$ cat src/rtl/c10_bist_ctrl.sv
// rtl/c10_bist_ctrl.sv - LFSR stimulus / CRC compaction self-test stage for the C10 netlist (option: C10_BIST_RESP_REG_EN)
module c10_bist_ctrl #(
   parameter int               NUM_PATTERNS = 255,
   parameter logic [7:0]       SEED         = 8'h01,
   parameter int               SIG_W        = 16,
   parameter logic [SIG_W-1:0] SIG_POLY     = 16'h1021
) (
   input  logic             clk,
   input  logic             rst,
   input  logic             start,
   input  logic             abort,
   output logic [7:0]       pattern,
   input  logic             dut_out,
   input  logic [SIG_W-1:0] golden,
   output logic             busy,
   output logic             done,
   output logic             pass,
   output logic [SIG_W-1:0] signature,
   output logic [7:0]       pat_count
);

   // An all-zero seed would lock the LFSR at zero forever, so it is replaced.
   localparam logic [7:0] SEED_EFF = (SEED == 8'h00) ? 8'h01 : SEED;
   localparam logic [7:0] LAST_CNT = 8'(NUM_PATTERNS - 1);
   localparam logic [7:0] MAX_CNT  = 8'(NUM_PATTERNS);

   typedef enum logic [2:0] {
      S_IDLE  = 3'd0,
      S_LOAD  = 3'd1,
      S_RUN   = 3'd2,
      S_FLUSH = 3'd3,
      S_DONE  = 3'd4
   } state_t;

   state_t state;
   state_t state_nx;

   // Galois right-shift LFSR, taps 8'hB8, maximal length 255.
   function automatic logic [7:0] lfsr_next(input logic [7:0] p);
      return (p >> 1) ^ (p[0] ? 8'hB8 : 8'h00);
   endfunction

   // Serial CRC step absorbing one response bit, MSB-first.
   function automatic logic [SIG_W-1:0] crc_next(input logic [SIG_W-1:0] s, input logic b);
      return {s[SIG_W-2:0], 1'b0} ^ ((s[SIG_W-1] ^ b) ? SIG_POLY : {SIG_W{1'b0}});
   endfunction

`ifdef C10_BIST_RESP_REG_EN
   logic dut_q;

   // Response capture register; cuts the pattern -> DUT -> signature path.
   always_ff @(posedge clk or posedge rst) begin
      if (rst) begin
         dut_q <= 1'b0;
      end else begin
         dut_q <= dut_out;
      end
   end
`endif

   // State register.
   always_ff @(posedge clk or posedge rst) begin
      if (rst) begin
         state <= S_IDLE;
      end else begin
         state <= state_nx;
      end
   end

   // Next-state logic; abort beats start and only acts while a run is active.
   always_comb begin
      state_nx = state;
      case (state)
         S_IDLE: begin
            if (start && !abort) begin
               state_nx = S_LOAD;
            end
         end
         S_LOAD: begin
            state_nx = abort ? S_IDLE : S_RUN;
         end
         S_RUN: begin
            if (abort) begin
               state_nx = S_IDLE;
            end else if (pat_count == LAST_CNT) begin
`ifdef C10_BIST_RESP_REG_EN
               state_nx = S_FLUSH;
`else
               state_nx = S_DONE;
`endif
            end
         end
         S_FLUSH: begin
            state_nx = abort ? S_IDLE : S_DONE;
         end
         S_DONE: begin
            if (start && !abort) begin
               state_nx = S_LOAD;
            end
         end
         default: begin
            state_nx = S_IDLE;
         end
      endcase
   end

   // Status outputs decoded from the state; pass is live-compared while in DONE.
   always_comb begin
      busy = 1'b0;
      done = 1'b0;
      pass = 1'b0;
      case (state)
         S_LOAD, S_RUN, S_FLUSH: begin
            busy = 1'b1;
         end
         S_DONE: begin
            done = 1'b1;
            pass = (signature == golden);
         end
         default: begin
            busy = 1'b0;
         end
      endcase
   end

   // Datapath: seed in LOAD, step LFSR and compact response in RUN; an abort freezes everything.
   always_ff @(posedge clk or posedge rst) begin
      if (rst) begin
         pattern   <= 8'h00;
         signature <= {SIG_W{1'b0}};
         pat_count <= 8'h00;
      end else if (!abort) begin
         case (state)
            S_LOAD: begin
               pattern   <= SEED_EFF;
               signature <= {SIG_W{1'b0}};
               pat_count <= 8'h00;
            end
            S_RUN: begin
               pattern <= lfsr_next(pattern);
               if (pat_count < MAX_CNT) begin
                  pat_count <= pat_count + 8'd1;
               end
`ifdef C10_BIST_RESP_REG_EN
               // First RUN cycle is a bubble: dut_q still holds the LOAD-cycle response.
               if (pat_count != 8'h00) begin
                  signature <= crc_next(signature, dut_q);
               end
`else
               signature <= crc_next(signature, dut_out);
`endif
            end
`ifdef C10_BIST_RESP_REG_EN
            S_FLUSH: begin
               signature <= crc_next(signature, dut_q);
            end
`endif
            default: begin
               pattern <= pattern;
            end
         endcase
      end
   end

endmodule
$ cat config.mk
export PLATFORM = sky130hd
export DESIGN_NAME = c10_bist_ctrl
export DESIGN_NICKNAME = d
export VERILOG_FILES = /design/src/rtl/c10_bist_ctrl.sv
export SDC_FILE = /design/constraint.sdc
export NUM_CORES = 1
export LEC_CHECK = 0
export ABC_CLOCK_PERIOD_IN_PS = 1700
export CAP_MARGIN = 15
export CORE_UTILIZATION = 41
export DETAILED_ROUTE_END_ITERATION = 12
export PLACE_DENSITY = 0.83
export SLEW_MARGIN = 20
export SYNTH_ARGS = -nofsm -noshare
export SYNTH_HDL_FRONTEND = slang
export SYNTH_SLANG_ARGS = --single-unit
$ cat constraint.sdc
create_clock -name clk -period 1.7 [get_ports clk]
set_clock_uncertainty 0.15 [all_clocks]
set_input_delay 0.17 -clock clk [delete_from_list [all_inputs] [get_ports clk]]
set_output_delay 0.17 -clock clk [all_outputs]
set_load 0.02 [all_outputs]
Yosys cells after proc, flatten, opt, wreduce, memory -nomap -nowiden

Cells that the tools add are included.

Register bits: 35
Input port bits: 21
Output and inout port bits: 35
Logic and storage cells: 43

Add/sub/neg operators: 1
$lt $le $gt $ge: 1
Equality and inequality tests: 9
Mux-type cells: 15
Bitwise operators: 4
Reductions and logical operators: 9

Operators by type and width:

| operator                                                                 | count |
|---|---|
| 16-bit case mux with 2 select lines                                      | 1 |
| 8-bit case mux with 2 select lines                                       | 2 |
| 16-bit == test                                                           | 1 |
| 8-bit two-way mux                                                        | 2 |
| 16-bit by 13-bit bitwise XOR with 16-bit output                          | 1 |
| 13-bit two-way mux                                                       | 1 |
| 3-bit two-way mux                                                        | 4 |
| 3-bit case mux with 4 select lines                                       | 1 |
| 8-bit by 1-bit adder with 8-bit output (second input constant)           | 1 |
| 8-bit == test (second input constant)                                    | 1 |
| 8-bit < comparator (second input constant)                               | 1 |
| 7-bit by 8-bit bitwise XOR with 8-bit output                             | 1 |
| 3-bit by 2-bit == test with 1-bit output (second input constant)         | 2 |
| 2-bit AND reduction                                                      | 2 |
| 3-bit by 1-bit == test with 1-bit output (second input constant)         | 1 |
| 3-bit == test (second input constant)                                    | 1 |
| 3-bit zero test                                                          | 1 |
| 1-bit two-way mux                                                        | 3 |
| 3-bit inequality test (second input constant)                            | 1 |
| 3-bit AND reduction                                                      | 1 |
| 3-bit OR reduction                                                       | 1 |
| 2-bit two-way mux                                                        | 1 |
| 2-bit by 1-bit inequality test with 1-bit output (second input constant) | 1 |
| 2-bit inequality test (second input constant)                            | 1 |
| 6 further kinds                                                          | 6 |

Logic depth before layout (Yosys ltp)

Word-level depth: 4
Gate-level depth with buffers: 5
Depth with buffers taken out: 5

Worst setup path after synthesis

OpenSTA, ideal clock, no wires.

Kind: reg-to-reg
Start: register pat_count[0]
End: register pat_count[5]
Setup time: 0.096 ns
Data arrival time: 1.569 ns
Data required time: 1.454 ns
Path slack: -0.115 ns
Stages on the path, launching flop included: 6
Path buffers: 0
Period minus slack after synthesis: 1.815 ns
Path through: dfrtp_1 > ha_1 > nand3_1 > o311ai_2 > o21ai_1 > o31ai_1

Word-level cells in the longest chain between the ends: 3
Elaborated cells on any way between the ends: 6
Classes of those cells: add/sub (1); order compare (1); eq/ne (1); mux (2); reduce/logical (1)

RTL lines:

| element                                                                      | RTL line | RTL |
|---|---|---|
| start, declared                                                              | 19       | `output logic [7:0] pat_count` |
| start signal, assigned                                                       | 142      | `pat_count <= pat_count + 8'd1;` |
| 8-bit by 1-bit adder with 8-bit output or 8-bit < comparator (tied branches) | 142, 141 |  |
| 8-bit two-way mux or 2-bit inequality test (tied branches)                   | n/a      |  |
| 8-bit case mux with 2 select lines or 3-bit AND reduction (tied branches)    | n/a      |  |

Several ways; a longest one is shown, not always the timed one. The select of a mux whose other input is x is not followed.
A chain may end at the register's enable or synchronous reset.

Final worst setup path

Start: register signature[5]
End: output pass

Word-level cells in the longest chain between the ends: 2

RTL lines:

| element                | RTL line | RTL |
|---|---|---|
| start, declared        | 18       | `output logic [SIG_W-1:0] signature,` |
| start signal, assigned | 130      | `signature <= {SIG_W{1'b0}};` |
| start signal, assigned | 136      | `signature <= {SIG_W{1'b0}};` |
| start signal, assigned | 150      | `signature <= crc_next(signature, dut_out);` |
| 16-bit == test         | 118      | `pass = (signature == golden);` |
| 1-bit two-way mux      | 112      | `case (state)` |
| end, declared          | 17       | `output logic pass,` |

No other way between the ends.

==> out/metrics.yaml <==
fin_tns_setup_ns: -0.276
synth.net_count: 176
drt_drc_violations_left: 0
cpPeakStageDelay_ns: 0.39
relSlewSlack_pct: 71.2
power_density_mw_per_mm2: 1040
reg2reg_slack_ns: 0.09
start_util_pct: 42.6
n_antenna_cell: 0
grt_max_degree: 36
cp_slowest_cell: "dfrtp_1"
synth_warnings: 0
cts.path.max_buffers: 2
status: "complete, but fails checks"
tightest_slew_ns: 0.432
cts_buffers: 5
r2r_cells: 7
rows: 23
die_area_mm2: 0.00442
min-delay-path-class: "input pin to asynchronous set/reset pin"
fin_crit_sh_pct: 116
reg2reg_from: "state[1]"
syn2layout_area_growth_pct: 64.3
cts_sinks: 35
synth.distinct_cells: 33
p_sw_share_pct: 32.1
postRouteAntennaNets: 0
htreeDepth: 2
max_freq_mhz: 506
gp_congestion: 0.823
end_kind: "output port"
yosysSeqAreaShare_pct: 51.4
path_class: "flop to output port"
rsz0062_at_grt: "yes"
hold_buffers: 0
grt_pass1_wl_um: 6980
clk_latency_ns: 0.28
ir_worst_vdd_mv: 0.464
design.core.area_mm2: 0.00400
setup_slack_ns: -0.276
hold_viol: 0
synthCells: 153
port_buffers: 55
p_comb_share_pct: 37.4
fin_hold_ws_ns: 0.126
drive_gt1_share_pct: 26.6
mostFrequentLayoutCells: "buf_4 (41), dfrtp_1 (33), clkdlybuf4s50_1 (30), a22o_1 (24), dlygate4sd2_1 (20)"
overflow: 0
leakage_nw: 1.41
grt.total_usage_pct: 21.8
syn_area_per_cell_um2: 11.1
arrival_ns: 1.66
report.final.setup_viol: 1
syn_area_mm2: 0.00170
worstPathCellList: "xnor2_1 > nand4_1 > nor4_4 > and3_1 > buf_4"
violations: "setup timing"
critPathMaxFanout: 2
chipWidth_um: 66.5
period_minus_slack_ns: 1.98
cts_tree: "built"
power.switching_uw: 936
cp.required_ns: 1.38
final_common_cell: "buf_4"
drv_cap: 0
clk_pin_slew_ns: 0.07
ctsRootBufferMaster: "clkbuf_8"
slew_violations: 0
grt_pass1_vias: 1562
ys_seq_elements: 35
p_int_mw: 1.98
ios: 56
via_per_inst: 5.31
first_iter_violations: 59
antenna_found_initial: 0
worstSetupStartpointType: "flop"
die_h_um: 66.5
vias: 1603
routedWlPerCell_um: 14.5
rr_endpoint: "pat_count[5]"
hpwl_um: 3160
final_nets: 274
seqPwrFrac_pct: 37.3
clock_power_share_pct: 25.3
totalWireLength_um: 4390
firstDrtPassIters: 5
[synthesized netlist by cell type (all sizes together)]
library cell	n	area share, %
a21oi	6	1.8
a22o	24	12
a31oi	1	0.37
and2	2	0.73
and3	3	1.2
and4	1	0.51
buf	6	1.7
clkbuf	1	0.22
dfrtp	35	51
ha	2	1.5
inv	4	0.88
mux2i	1	0.59
nand2	6	1.3
nand2b	1	0.37
nand3	5	1.5
nand4	5	2.2
nor2	6	1.3
nor2b	1	0.37
nor3	2	0.88
nor3b	1	0.44
nor4	1	0.37
o21ai	10	2.9
o311ai	1	0.95
o31ai	2	0.88
o41ai	1	0.51
or3b	1	0.51
xnor2	16	8.2
xor2	8	4.1
[final cells by class]
cell class                      count  area (µm²)
Fill cell                         296        1200
Inverter                            4        15.0
Clock inverter                      3        43.8
Multi-Input combinational cell    107         863
Tap cell                           50        62.6
Timing Repair Buffer               98         868
Sequential cell                    35         878
Clock buffer                        5        68.8
[power by group through the flow]
stage	clock network, mW	logic [mW]	registers [mW]
detailed placement	0	1.09	1.10
floorplan	0	0.340	1.28
CTS	0.761	1.08	1.08
global route	0.795	1.19	1.11
global placement	0	1.07	1.09
finish	0.737	1.09	1.09
[registers in the layout (all words and copies together) (netlist names)]
name	count
pattern	8
signature	16
pat_count	8
state	3
[cell families after synthesis]
| group | Yosys count | synth area share [%] |
|---|---|---|
| compound gates | 45 | 19.8 |
| xor+xnor | 24 | 12.3 |
| fa+ha+maj | 2 | 1.47 |
| buf+inv | 11 | 2.79 |
| flops | 35 | 51.4 |
| mux | 1 | 0.587 |
| simple gates | 35 | 11.7 |
[metrics by stage]
| stage | utilization, % | cells | power [mW] | setup WS (ns) | instance area (µm²) |
|---|---|---|---|---|---|
| 6_report | 70.0 | 302 | 2.91 | -0.276 | 2800 |
| 3_5_place_dp | 64.7 | 287 | 2.19 | -0.780 | 2590 |
| 5_1_grt | 70.0 | 302 | 3.09 | -0.396 | 2800 |
| 3_3_place_gp | 64.7 | 287 | 2.16 | -0.766 | 2590 |
| 4_1_cts | 68.5 | 302 | 2.93 | -0.316 | 2740 |
| 2_1_floorplan | - | 153 | 1.62 | 0.0317 | 1720 |
[worst max-delay path, delay by kind of cell (launching register included)]
family                 cells  cell delay (ns)
XOR/XNOR                   1             0.18
buffers and inverters      1             0.13
flip-flops                 1             0.39
AND/OR/NAND/NOR            3             0.66
[routing by layer]
layer | vias up | GRT usage [%] | share of wire [%]
li1 | 756 | - | -
met1 | 799 | 24.5 | 41
met2 | 42 | 39.0 | 52
met3 | 6 | 5.65 | 5.8
met4 | 0 | 8.51 | 1.6
met5 | - | 0 | 0
[worst max path at each step]
stage | start | end | cells past startpoint
detailed placement | golden[12] | pass | 6
global placement | golden[6] | pass | 6
CTS | signature[13] | pass | 5
floorplan | pat_count[0] | pat_count[5] | 5
finish | signature[5] | pass | 5
global route | signature[4] | pass | 5
[timing repair]
action | 4_1_cts | 5_1_grt
setup buffers | 7 | 0
setup endpoints to repair | 29 | 18
gates resized for setup | 29 | 15
pin swaps | 9 | 3
Note: power is estimated with default switching activity, not from simulation.
==> RTL change 1 (same settings) <==
Change the parameter `SIG_W` from 16 to 20.
--- a/src/rtl/c10_bist_ctrl.sv
+++ b/src/rtl/c10_bist_ctrl.sv
@@ -2,7 +2,7 @@
 module c10_bist_ctrl #(
    parameter int               NUM_PATTERNS = 255,
    parameter logic [7:0]       SEED         = 8'h01,
-   parameter int               SIG_W        = 16,
+   parameter int               SIG_W        = 20,
    parameter logic [SIG_W-1:0] SIG_POLY     = 16'h1021
 ) (
    input  logic             clk,
Interface: changed (resized golden and signature); port bits go from 56 to 64. No check against the original RTL was run, so the function may have changed too.
==> RTL change 1 against the original RTL <==
  * The run still ends with negative setup slack left
  * Sequential cell count up 4
  * Setup slack worse by 200 ps
  * Count of clock-buffer cells in the layout unchanged
  * Power down 1.5%
  * Fmax down 9.2%
  * Routed wire length up 26%
  * Register-to-register slack worse by 130 ps
  * First-iteration DRC count up 34%
  * Synthesized area up 18%
  * Synthesized cell count up 41%
  * Clock power up 26%
  * Final area up 16%
  * Via count up 19%
  * Largest power group unchanged
==> RTL change 1: results (changes against the original RTL) <==
- Status: finished with violations
- Violated checks: negative setup slack
- Met1 wire length: 2533 um (+41%)
- Top flop regs: signature (20), pat_count (8), pattern (8)
- Setup violators final: 3 (+2)
- Post-Syn Nets: 242 (+38%)
- Sw Share: 0.2984 (-0.02293)
- Vias in the first global route: 1,757 (+12%)
- Non-clk bufs: 105 (+7.1%)
- Final RePlAce weighted congestion: 0.7671 (-6.8%)
- IO buf count: 63 (+15%)
- Met2 Use GR: 0.3499 (-0.04036)
- Fin nets: 342 (+25%)
- Routing usage on met3: 0.05417 (-0.002340)
- Worst path max stage delay: 410 ps (+20 ps)
- Clk pwr: 928 uW (+26%)
- Cell variety after synth: 36 (+9.1%)
- Clock-cell share of area: 0.04213 (+0.001919)
- Post-synth top cells: 51 x nand2_1, 39 x dfrtp_1, 30 x o21ai_0
- Pin count of the biggest net entering global routing: 40 (+11%)
- Layout cells sized above 1: 0.2373 (-0.02853)
- Fill count: 371 (+25%)
- Post-route insts no fill: 383 (+27%)
- Post-cts gate resize count: 38 (+31%)
- Signal buf overhead: 0.2969 (-0.01323)
- Seq/Total Area, Yosys: 0.4848 (-0.02918)
- Dpl hpwl: 3878 um (+23%)
- WL/cell: 14.49 um (-0.39%)
- DP Area: 3015 um^2 (+17%)
- Met2 wire length: 2714 um (+20%)
- WL met3: 259 um (+1.2%)
- Final setup TNS: -539.1 ps (-262.6 ps)
- Post-place setup slack: -865.4 ps (-85.64 ps)
- FP Rows: 25 (+8.7%)
- Vias per cell: 4.992 (-5.9%)
- First-pass DRT Iterations: 4 (-1)
- Post-route setup slack: -476.1 ps (-199.6 ps)
- Non-clock inverters: 3 (-1)
==> RTL change 1: changes by cell type after synthesis, sizes merged, moves of 4 or more <==
cell / before / now
o21ai: 10 / 30
clkbuf: 1 / 6
dfrtp: 35 / 39
xor2: 8 / 12
a21oi: 6 / 2
nand2: 6 / 51
a22o: 24 / 4
==> RTL change 1: cells by family (layout without fill, tap and decap cells) <==
logic type,count (synthesis),after routing,synth area share
and+or+nand+nor,83,83,0.1983
AOI/OAI and AO/OA,49,49,0.1510
DFF,39,39,0.4848
xor gates and xnor gates,27,27,0.1175
buffers and inverters,15,116,0.03605
adders and majority gates,2,2,0.01243
==> RTL change 1: worst paths after layout <==
check	start	end	slack [ps]	cells past startpoint
max	signature[7]	pass	-480	6
min in group clk	pattern[1]	pattern[1]	370	2
max in group asynchronous	rst	pat_count[1]	1110	3
min reg2reg	pattern[1]	pattern[1]	370	2
max reg2reg	state[0]	pat_count[3]	-40	5
min	rst	signature[10]	80	3
==> RTL change 2 (same flow settings) <==
Without the edit above. Encoding of `state_t`: now one-hot (5 bits for 5 states).
--- a/src/rtl/c10_bist_ctrl.sv
+++ b/src/rtl/c10_bist_ctrl.sv
@@ -24,12 +24,12 @@
    localparam logic [7:0] LAST_CNT = 8'(NUM_PATTERNS - 1);
    localparam logic [7:0] MAX_CNT  = 8'(NUM_PATTERNS);
 
-   typedef enum logic [2:0] {
-      S_IDLE  = 3'd0,
-      S_LOAD  = 3'd1,
-      S_RUN   = 3'd2,
-      S_FLUSH = 3'd3,
-      S_DONE  = 3'd4
+   typedef enum logic [4:0] {
+      S_IDLE  = 5'b00001,
+      S_LOAD  = 5'b00010,
+      S_RUN   = 5'b00100,
+      S_FLUSH = 5'b01000,
+      S_DONE  = 5'b10000
    } state_t;
 
    state_t state;
Function: same outputs for any inputs over 10 cycles, from zero or initial values and one cycle with rst high; not proved beyond that.
==> RTL change 2 against the original RTL <==
  * The flow still finishes with violations (negative setup slack)
  * Largest power group is now combinational logic
  * Sequential share of layout area shrank 3.8 points
  * Setup slack got worse by 14 ps
  * Final area increased by 18%
  * Synthesized area is 8.3% higher
  * Routed wire length rose by 36%
  * Sequential power is 5% higher
  * Critical endpoint is now signature[1]
  * Utilization rose by 5.6 points
  * Power rose by 29%
  * Sequential cell count rose by 1
  * Hold slack worse by 59 ps
  * Clock power increased by 1%
  * Critical path type is now reg -> reg
==> RTL change 2: results (changes against the original RTL) <==
- CTS Buf Count: 5 (unchanged)
- Vias per cell: 5.509 (+3.8%)
- Dpl hpwl: 3680 um (+16%)
- Worst path max stage delay: 490 ps (+100 ps)
- Clk slew on worst S/H paths: 70 ps (about the same)
- Post-Syn Nets: 194 (+10%)
- DR iter-0 viols: 163 (+180%)
- Setup violators final: 32 (+31)
- GRT Util Overall: 0.2544 (+0.03641)
- Layout cells sized above 1: 0.3865 (+0.1207)
- Pleak: 1.578 nW (+12%)
- Arrival time worst endpoint: 2020 ps (+360 ps)
- Post-synth top cells: 35 x dfrtp_1, 18 x a22o_1, 14 x xnor2_1
- Fin nets: 304 (+11%)
- IO buf count: 55 (unchanged)
- Status: finished with violations
- Synth warn: 0 (unchanged)
- CP Launch Type: register
- Worst skew pair latency: 290 ps
- DP Area: 2776 um^2 (+7.4%)
- CTS Root Cell: clkbuf_8
- CP max-delay cell: or4_4
- Max FO, Critical Path: 5 (+3)
- First-pass DRT Iterations: 4 (-1)
- Violated checks: negative setup slack
- First-pass GRT wire length: 9494 um (+36%)
- Max transition margin: 0.7643 (+0.05215)
- Post-place setup slack: -559.2 ps (+220.6 ps)
- Post-route setup slack: -290.6 ps (-14.10 ps)
- Worst Hold Class: in -> async
- Top cells by area, synth: dfrtp_1 47%, a22o_1 8.5%, xnor2_1 6.6%, xor2_1 4.7%, nand2_1 2.4%
- Ys async rst share: 1.000 (unchanged)
- Total Wirelength: 5953 um (+36%)
- Cell variety after synth: 42 (+27%)
- CTS max path bufs: 2 (unchanged)
- Seq/Total Area, Yosys: 0.4888 (-0.02514)
- R2r worst-path depth: 6 (-1)
- P_int: 2.422 mW (+23%)
- Final RePlAce weighted congestion: 0.8281 (+0.62%)
- Peak supply drop: 0.0007772 V (+68%)
- CTS H-Tree Depth: 2 (unchanged)
- Final setup TNS: -5814 ps (-5538 ps)
- Top flop regs: signature (16), pat_count (8), pattern (8)
- # diodes: 0 (unchanged)
- Vias in the first global route: 1,949 (+25%)
- Pin count of the biggest net entering global routing: 37 (+2.8%)
-- RTL change 2: changes by cell type in the layout (fill, tap and decap cells not counted), moves of 5 or more --
cell     before  now
o21ai_1       8    1
buf_6         2   11
o21ai_2       1    6
a22o_1       24   18
-- RTL change 2: what timing repair did --
| action | in CTS | in global routing |
|---|---|---|
| cloned | 3 | 0 |
| resized for setup | 77 | 34 |
| setup buffers | 8 | 5 |
| endpoints found under the setup margin | 57 | 38 |
| pin swaps | 16 | 20 |
-- RTL change 2: power groups by stage --
stage | clock [mW] | combinational (mW) | sequential [mW]
finish | 0.747 | 1.88 | 1.14
CTS | 0.757 | 1.68 | 1.13
detailed placement | 0 | 1.32 | 1.14
global route | 0.801 | 1.99 | 1.16
floorplan | 0 | 0.600 | 1.26
global placement | 0 | 1.28 | 1.13
-- RTL change 2: logic make-up (layout without fill, tap and decap cells) --
family / Yosys count / after routing / share of synthesized area
compound gates: 50 / 50 / 0.2000
buf+inv: 16 / 127 / 0.04542
simple gates: 41 / 41 / 0.1275
flops: 36 / 36 / 0.4888
mux: 2 / 2 / 0.01085
xor+xnor: 24 / 24 / 0.1139
fa+ha+maj: 2 / 2 / 0.01356
-- RTL change 2: critical path, delay by kind of cell, from the launching register on --
family | cells | cell delay (ps)
compound gates | 1 | 240
flops | 1 | 420
simple gates | 1 | 490
buf+inv | 3 | 430
xor+xnor | 1 | 140
-- RTL change 2: layer usage --
| metal | GRT usage | part of all wire | vias to the layer above |
|---|---|---|---|
| met3 | 0.05702 | 0.044 | 15 |
| li1 | - | - | 851 |
| met2 | 0.4380 | 0.52 | 54 |
| met4 | 0.1202 | 0.028 | 0 |
| met1 | 0.2992 | 0.41 | 920 |
| met5 | 0 | 0 | - |
-- RTL change 2: worst paths after layout --
check | slack, ps | end
min in group clk | 380 | pattern[0]
worst max-delay path | -290 | signature[1]
worst max register to register | -290 | signature[1]
worst min-delay path | 70 | pattern[3]
max in group asynchronous | 1080 | state[0]
worst min register to register | 380 | pattern[0]
-- RTL change 2: cell type report --
| type | count | area (um^2) | share of cell area |
|---|---|---|---|
| Clock buffer | 6 | 72.57 | 0.02205 |
| Clock inverter | 2 | 35.03 | 0.01065 |
| Inverter | 5 | 18.77 | 0.005703 |
| Multi-Input combinational cell | 119 | 1084 | 0.3293 |
| Sequential cell | 36 | 905.9 | 0.2753 |
| Tap cell | 52 | 65.06 | 0.01977 |
| Timing Repair Buffer | 114 | 1110 | 0.3373 |
-- RTL change 2: per-stage QoR --
stage	cells	power [mW]
2_1_floorplan	171	1.857
3_3_place_gp	311	2.411
3_5_place_dp	311	2.466
4_1_cts	330	3.568
5_1_grt	334	3.954
6_report	334	3.770
